$ cat config.mk
export PLATFORM = sky130hd
export DESIGN_NAME = mult_div_unit
export DESIGN_NICKNAME = d
export VERILOG_FILES = /design/src/rtl/mdu_pkg.sv /design/src/rtl/restoring_div_core.sv /design/src/rtl/mult_div_unit.sv
export SDC_FILE = /design/constraint.sdc
export NUM_CORES = 1
export LEC_CHECK = 0
export CAP_MARGIN = 30
export CELL_PAD_IN_SITES_DETAIL_PLACEMENT = 1
export CELL_PAD_IN_SITES_GLOBAL_PLACEMENT = 1
export CORE_MARGIN = 3
export CORE_UTILIZATION = 39
export DETAILED_ROUTE_END_ITERATION = 12
export PLACE_DENSITY_LB_ADDON = 0.1
export SLEW_MARGIN = 40
export SYNTH_ARGS = -nofsm -noshare
export SYNTH_HDL_FRONTEND = slang
export SYNTH_SLANG_ARGS = --single-unit
$ cat constraint.sdc
create_clock -name clk -period 4.55 [get_ports clk]
set_clock_uncertainty 0.15 [all_clocks]
set_input_delay 0.91 -clock clk [delete_from_list [all_inputs] [get_ports clk]]
set_output_delay 0.91 -clock clk [all_outputs]
set_load 0.05 [all_outputs]
$ cat src/rtl/mdu_pkg.sv
// ============================================================================
// Module : mdu_pkg
// Brief  : Shared state encoding and iteration constants for mult_div_unit.
// Rev    : 1.0 - initial release
// ============================================================================
`default_nettype none

package mdu_pkg;

    localparam int DEF_WIDTH = 32;
    localparam int ITER      = DEF_WIDTH;

    typedef enum logic [1:0] {
        IDLE   = 2'd0,
        MULT   = 2'd1,
        DIV    = 2'd2,
        FINISH = 2'd3
    } mdu_state_e;

endpackage : mdu_pkg

`default_nettype wire

$ cat src/rtl/restoring_div_core.sv
// ============================================================================
// Module : restoring_div_core
// Brief  : One combinational restoring-divide step on unsigned magnitudes.
// Rev    : 1.0 - initial release
// ============================================================================
`default_nettype none

module restoring_div_core #(
    parameter int WIDTH = 32
) (
    input  logic [WIDTH-1:0] i_rem,
    input  logic [WIDTH-1:0] i_quo,
    input  logic [WIDTH-1:0] i_divisor,
    output logic [WIDTH:0]   o_rem,
    output logic [WIDTH-1:0] o_quo
);

    logic [WIDTH:0] w_shift;
    logic [WIDTH:0] w_diff;
    logic           w_ge;

    // The dividend MSB shifts out of the quotient register into the remainder.
    assign w_shift = {i_rem, i_quo[WIDTH-1]};
    assign w_ge    = (w_shift >= {1'b0, i_divisor});
    assign w_diff  = w_shift - {1'b0, i_divisor};

    assign o_rem = w_ge ? w_diff : w_shift;
    assign o_quo = {i_quo[WIDTH-2:0], w_ge};

endmodule : restoring_div_core

`default_nettype wire

$ cat src/rtl/mult_div_unit.sv
// ============================================================================
// Module : mult_div_unit
// Brief  : Sequential signed multiply (radix-2 Booth) / divide (restoring)
//          unit producing HI/LO. Optional macro MDU_DIV_ZERO_EXC_EN adds
//          the div_zero output and a fast divide-by-zero exit.
// Rev    : 1.0 - initial release
// ============================================================================
`default_nettype none

module mult_div_unit
    import mdu_pkg::*;
#(
    parameter int WIDTH = DEF_WIDTH,
    parameter int CNT_W = 6
) (
    input  logic             clk,
    input  logic             reset,
    input  logic             start_mult,
    input  logic             start_div,
    input  logic [WIDTH-1:0] a_in,
    input  logic [WIDTH-1:0] b_in,
    output logic [WIDTH-1:0] hi_out,
    output logic [WIDTH-1:0] lo_out,
    output logic             busy,
`ifdef MDU_DIV_ZERO_EXC_EN
    output logic             div_zero,
`endif
    output logic             done
);

    localparam logic [CNT_W-1:0] c_iter = CNT_W'(WIDTH);
    localparam logic [CNT_W-1:0] c_last = CNT_W'(1);

    mdu_state_e        state_q,   state_d;
    logic [CNT_W-1:0]  cnt_q,     cnt_d;
    logic [WIDTH:0]    acc_hi_q,  acc_hi_d;
    logic [WIDTH-1:0]  acc_lo_q,  acc_lo_d;
    logic              qm1_q,     qm1_d;
    logic [WIDTH-1:0]  mcand_q,   mcand_d;
    logic              is_div_q,  is_div_d;
    logic              neg_quo_q, neg_quo_d;
    logic              neg_rem_q, neg_rem_d;
    logic [WIDTH-1:0]  hi_q,      hi_d;
    logic [WIDTH-1:0]  lo_q,      lo_d;
    logic              done_q,    done_d;
`ifdef MDU_DIV_ZERO_EXC_EN
    logic              dz_q,      dz_d;
    logic              div_zero_q, div_zero_d;
`endif

    logic [WIDTH-1:0]  w_a_abs;
    logic [WIDTH-1:0]  w_b_abs;
    logic [WIDTH:0]    w_mcand_ext;
    logic [WIDTH:0]    w_booth_sum;
    logic [WIDTH:0]    w_div_rem;
    logic [WIDTH-1:0]  w_div_quo;
    logic [WIDTH-1:0]  w_res_hi;
    logic [WIDTH-1:0]  w_res_lo;

    assign w_a_abs     = a_in[WIDTH-1] ? ('0 - a_in) : a_in;
    assign w_b_abs     = b_in[WIDTH-1] ? ('0 - b_in) : b_in;
    // One guard bit on P_hi keeps the shift correct when adding/subtracting the most negative value.
    assign w_mcand_ext = {mcand_q[WIDTH-1], mcand_q};

    always_comb begin
        w_booth_sum = acc_hi_q;
        case ({acc_lo_q[0], qm1_q})
            2'b01:   w_booth_sum = acc_hi_q + w_mcand_ext;
            2'b10:   w_booth_sum = acc_hi_q - w_mcand_ext;
            default: w_booth_sum = acc_hi_q;
        endcase
    end

    restoring_div_core #(
        .WIDTH (WIDTH)
    ) u_div_core (
        .i_rem     (acc_hi_q[WIDTH-1:0]),
        .i_quo     (acc_lo_q),
        .i_divisor (mcand_q),
        .o_rem     (w_div_rem),
        .o_quo     (w_div_quo)
    );

    always_comb begin
        w_res_hi = acc_hi_q[WIDTH-1:0];
        w_res_lo = acc_lo_q;
        if (is_div_q) begin
            w_res_hi = neg_rem_q ? ('0 - acc_hi_q[WIDTH-1:0]) : acc_hi_q[WIDTH-1:0];
            w_res_lo = neg_quo_q ? ('0 - acc_lo_q) : acc_lo_q;
        end
    end

    always_comb begin
        state_d   = state_q;
        cnt_d     = cnt_q;
        acc_hi_d  = acc_hi_q;
        acc_lo_d  = acc_lo_q;
        qm1_d     = qm1_q;
        mcand_d   = mcand_q;
        is_div_d  = is_div_q;
        neg_quo_d = neg_quo_q;
        neg_rem_d = neg_rem_q;
        hi_d      = hi_q;
        lo_d      = lo_q;
        done_d    = 1'b0;
`ifdef MDU_DIV_ZERO_EXC_EN
        dz_d       = dz_q;
        div_zero_d = 1'b0;
`endif

        case (state_q)
            IDLE: begin
                if (start_mult) begin
                    acc_hi_d  = '0;
                    acc_lo_d  = b_in;
                    qm1_d     = 1'b0;
                    mcand_d   = a_in;
                    is_div_d  = 1'b0;
                    cnt_d     = c_iter;
                    state_d   = MULT;
`ifdef MDU_DIV_ZERO_EXC_EN
                    dz_d      = 1'b0;
`endif
                end else if (start_div) begin
                    acc_hi_d  = '0;
                    acc_lo_d  = w_a_abs;
                    qm1_d     = 1'b0;
                    mcand_d   = w_b_abs;
                    is_div_d  = 1'b1;
                    // A zero divisor leaves the all-ones quotient unnegated.
                    neg_quo_d = (a_in[WIDTH-1] ^ b_in[WIDTH-1]) && (b_in != '0);
                    neg_rem_d = a_in[WIDTH-1];
                    cnt_d     = c_iter;
                    state_d   = DIV;
`ifdef MDU_DIV_ZERO_EXC_EN
                    dz_d      = (b_in == '0);
                    if (b_in == '0) begin
                        state_d = FINISH;
                    end
`endif
                end
            end
            MULT: begin
                acc_hi_d = {w_booth_sum[WIDTH], w_booth_sum[WIDTH:1]};
                acc_lo_d = {w_booth_sum[0], acc_lo_q[WIDTH-1:1]};
                qm1_d    = acc_lo_q[0];
                cnt_d    = cnt_q - c_last;
                if (cnt_q == c_last) begin
                    state_d = FINISH;
                end
            end
            DIV: begin
                acc_hi_d = w_div_rem;
                acc_lo_d = w_div_quo;
                cnt_d    = cnt_q - c_last;
                if (cnt_q == c_last) begin
                    state_d = FINISH;
                end
            end
            FINISH: begin
                done_d  = 1'b1;
                state_d = IDLE;
`ifdef MDU_DIV_ZERO_EXC_EN
                div_zero_d = dz_q;
                if (!dz_q) begin
                    hi_d = w_res_hi;
                    lo_d = w_res_lo;
                end
`else
                hi_d = w_res_hi;
                lo_d = w_res_lo;
`endif
            end
            default: state_d = IDLE;
        endcase
    end

    always_ff @(posedge clk) begin
        if (reset) begin
            state_q   <= IDLE;
            cnt_q     <= '0;
            acc_hi_q  <= '0;
            acc_lo_q  <= '0;
            qm1_q     <= 1'b0;
            mcand_q   <= '0;
            is_div_q  <= 1'b0;
            neg_quo_q <= 1'b0;
            neg_rem_q <= 1'b0;
            hi_q      <= '0;
            lo_q      <= '0;
            done_q    <= 1'b0;
`ifdef MDU_DIV_ZERO_EXC_EN
            dz_q       <= 1'b0;
            div_zero_q <= 1'b0;
`endif
        end else begin
            state_q   <= state_d;
            cnt_q     <= cnt_d;
            acc_hi_q  <= acc_hi_d;
            acc_lo_q  <= acc_lo_d;
            qm1_q     <= qm1_d;
            mcand_q   <= mcand_d;
            is_div_q  <= is_div_d;
            neg_quo_q <= neg_quo_d;
            neg_rem_q <= neg_rem_d;
            hi_q      <= hi_d;
            lo_q      <= lo_d;
            done_q    <= done_d;
`ifdef MDU_DIV_ZERO_EXC_EN
            dz_q       <= dz_d;
            div_zero_q <= div_zero_d;
`endif
        end
    end

    assign hi_out = hi_q;
    assign lo_out = lo_q;
    assign done   = done_q;
    assign busy   = (state_q != IDLE);
`ifdef MDU_DIV_ZERO_EXC_EN
    assign div_zero = div_zero_q;
`endif

endmodule : mult_div_unit

`default_nettype wire

==> metrics.md <==
| Metric | Value |
|---|---|
| CTS clk-pin slew, worst paths | `0.08 ns` |
| CTS Sinks | `approximately 170` |
| Final WS setup | `about 0.18 ns` |
| Root buffer selected by CTS | `clkbuf_16` |
| Die area | `0.0398 mm2` |
| Area share of the largest cell type after synthesis | `23.9%` |
| Setup TNS Final | `0 ns` |
| Mapped cell area | `~0.015 mm2` |
| Max transition margin | `47.7%` |
| IO Count | `between 100 and 150` |
| Hold_buf cts | `0` |
| Grt total ovfl | `0` |
| Top post-synthesis cells by area | `dfxtp_1 24%, ha_1 6.5%, nand2_1 6.5%` |
| Max Cap Violations | `0` |
| Yosys reg bits | `approximately 170` |
| Residual DRC | `0` |
| Final setup fails | `0` |
| WS Path Type | `reg2reg` |
| CTS Buf Count | `17` |
| Hpwl dp | `45700 um` |
| Core region area | `0.0367 mm2` |
| Initial core utilization | `39.8%` |
| Fraction of registers with async set or reset after synthesis | `0%` |
| Sequential share of the synthesized area | `23.9%` |
| Ant diodes | `0` |
| Fin crit share | `96.0%` |
| Total GRT Usage | `28.3%` |
| Critical path arrival | `4.58 ns` |
| Worst VDD drop | `332 uV` |
| Fmax | `roughly 0.23 GHz` |
| Req. time, crit path | `4.76 ns` |
| Worst Tran Pin Value | `0.785 ns` |
| Most frequent cells after synthesis | `253 x nand2_1, 213 x nor2_1, 182 x a21oi_1` |
| Filler cells | `4619` |
| Die Width | `~200 um` |
| Startpoint Class | `flip-flop` |
| Routed Antenna Nets | `0` |
| Design Area, Final | `0.0174 mm2` |
| Cell Pwr Density | `533 mW/mm2` |
| Run status | `finished clean` |
| Average cell area after synthesis | `a little over 7 um2` |
| Vias in the first global route | `between 10k and 15k` |
| CTS tree | `built` |
| H-tree depth | `4` |
| Worst-Skew Late Latency | `roughly 0.46 ns` |
| Hold Slack | `0.333 ns` |
| Standard-cell rows | `70` |
| Initial antenna violation count | `1` |
| Area after DPL | `0.0166 mm2` |
| Area leader, netlist | `dfxtp_1` |
| RD Place Congestion | `0.953` |
| Synth warn | `0` |
| EDFF count, synth | `0` |
| Max-slew violation count | `0` |
| Cells after Synth | `2008` |
| PortBufs | `133` |
| RSZ-0062 raised after global routing | `yes` |
| Routed WL | `57400 um` |
| Global-route wire length before repair | `87300 um` |
| Largest net degree at the start of global routing | `86` |
| Primary FF master, synth | `dfxtp_1` |
| Drt pass-1 iters | `6` |
| Die Span Y | `approximately 200 um` |
| Via count | `15.6k` |
| Minimum clock period | `4.37 ns` |
| Area grow syn2layout | `19.1%` |
| Post-layout net count | `2266` |
| Worst Path Max Fanout | `8` |
| CP Capture Type | `flip-flop` |
| Most frequent cell after synthesis | `nand2_1` |
| Final hold viol count | `0` |
| Static Leakage | `6.52 nW` |
| Maximum root-to-sink buffer count | `2` |
| Syn nets | `between 2k and 2.5k` |
| Synth unique cells | `76` |
| Per-cell routed wire length | `22.1 um` |
| Average vias per placed instance | `5.99` |
| Share of layout cells above drive strength 1 | `7.83%` |
| Min-Delay Path Class | `reg2reg` |
| Drt initial violations | `about 1.1k` |
| Setup WS pre-CTS | `-0.0936 ns` |
==> timing repair <==
item / 4_1_cts / 5_1_grt
buffers inserted: 2 / 4
pin swaps: 2 / 11
gates resized for setup: 5 / 21
endpoints found under the setup margin: 4 / 10
==> critical path: stages (launching register included) <==
cell and delay, ns:
dfxtp_1 0.37, or4_4 0.57, nor3_4 0.21, and4_4 0.29, and2_2 0.21, a21oi_1 0.09
xnor2_1 0.21, ha_2 0.37, a21o_1 0.21, a2111oi_0 0.41, o21ai_0 0.17, o22ai_1 0.24
mux2i_2 0.32, xnor2_1 0.15, nand2_1 0.07, a211oi_1 0.24
==> per-layer routing <==
metal | vias to the layer above | share of wire, % | GRT usage, %
met2 | 440 | 43 | 43.4
met3 | 72 | 6.9 | 5.13
met5 | - | 0.023 | 0
li1 | 7469 | - | -
met4 | 2 | 2.2 | 7.29
met1 | 7586 | 48 | 41.0
==> through the flow <==
step	utilization, %	power [mW]	instances
2_1_floorplan	-	5.81	2008
3_3_place_gp	45.4	7.43	2563
3_5_place_dp	45.4	7.55	2563
4_1_cts	47.0	9.12	2597
5_1_grt	47.3	9.92	2601
6_report	47.3	9.26	2601
==> kinds of logic after synthesis <==
group | Yosys count | share of synthesized area, %
adders and majority gates | 78 | 6.79
and+or+nand+nor | 653 | 20.3
AOI/OAI and AO/OA | 672 | 29.3
DFF | 174 | 23.9
muxes | 42 | 2.92
buffers and inverters | 193 | 5.05
xor gates and xnor gates | 196 | 11.8
==> where the power goes <==
part | internal (mW) | switching, mW
logic | 2.03 | 3.48
clock network | 0.795 | 0.732
registers | 1.81 | 0.416
==> registers in the layout (all words and copies together) (netlist names) <==
register / flops
hi_out: 32
acc_lo_q: 32
neg_rem_q: 1
acc_hi_q: 33
qm1_q: 1
neg_quo_q: 1
is_div_q: 1
mcand_q: 32
cnt_q: 6
lo_out: 32
state_q: 2
done: 1
==> worst paths after layout <==
check                          startpoint                         to  slack [ns]  depth (start not counted)
hold / removal    mcand_q[1]$_SDFFE_PP0P_    mcand_q[1]$_SDFFE_PP0P_        0.33                          2
setup / recovery  mcand_q[9]$_SDFFE_PP0P_  acc_hi_q[31]$_SDFFE_PP0P_        0.18                         15
setup reg to reg  mcand_q[9]$_SDFFE_PP0P_  acc_hi_q[31]$_SDFFE_PP0P_        0.18                         15
hold reg to reg   mcand_q[1]$_SDFFE_PP0P_    mcand_q[1]$_SDFFE_PP0P_        0.33                          2
==> cell type report <==
type / instances / area [um2] / share of cell area [%]
repair buffers: 217 / 1960 / 11.3
well taps: 468 / 586 / 3.37
inverters: 69 / 259 / 1.49
multi-input cells: 1641 / 10500 / 60.4
clock inverters: 13 / 146 / 0.843
clock buffers: 19 / 443 / 2.55
flip-flops and latches: 174 / 3480 / 20.1
==> cells in the final DEF (no fill, tap or decap), types with 8 or more instances in the layout <==
master	count
or4_1	8
a31oi_1	27
o21ai_0	159
buf_4	85
xnor2_1	108
xor2_1	88
a222oi_1	9
inv_1	69
and3_1	8
nor3_1	31
nor4_1	22
nor2b_1	10
o41ai_1	8
a21o_1	28
mux2i_1	36
a41oi_1	8
or3_1	19
nor2_1	211
nand3_1	21
a21oi_1	180
o31ai_1	25
and2_1	11
dfxtp_1	173
nand4_1	11
a22o_1	10
a211oi_1	87
a22oi_1	36
ha_1	70
o211ai_1	27
clkdlybuf4s50_1	131
clkbuf_16	17
nand2_1	252
nand2b_1	19
a311oi_1	11
Note: power is estimated with default switching activity, not from simulation.
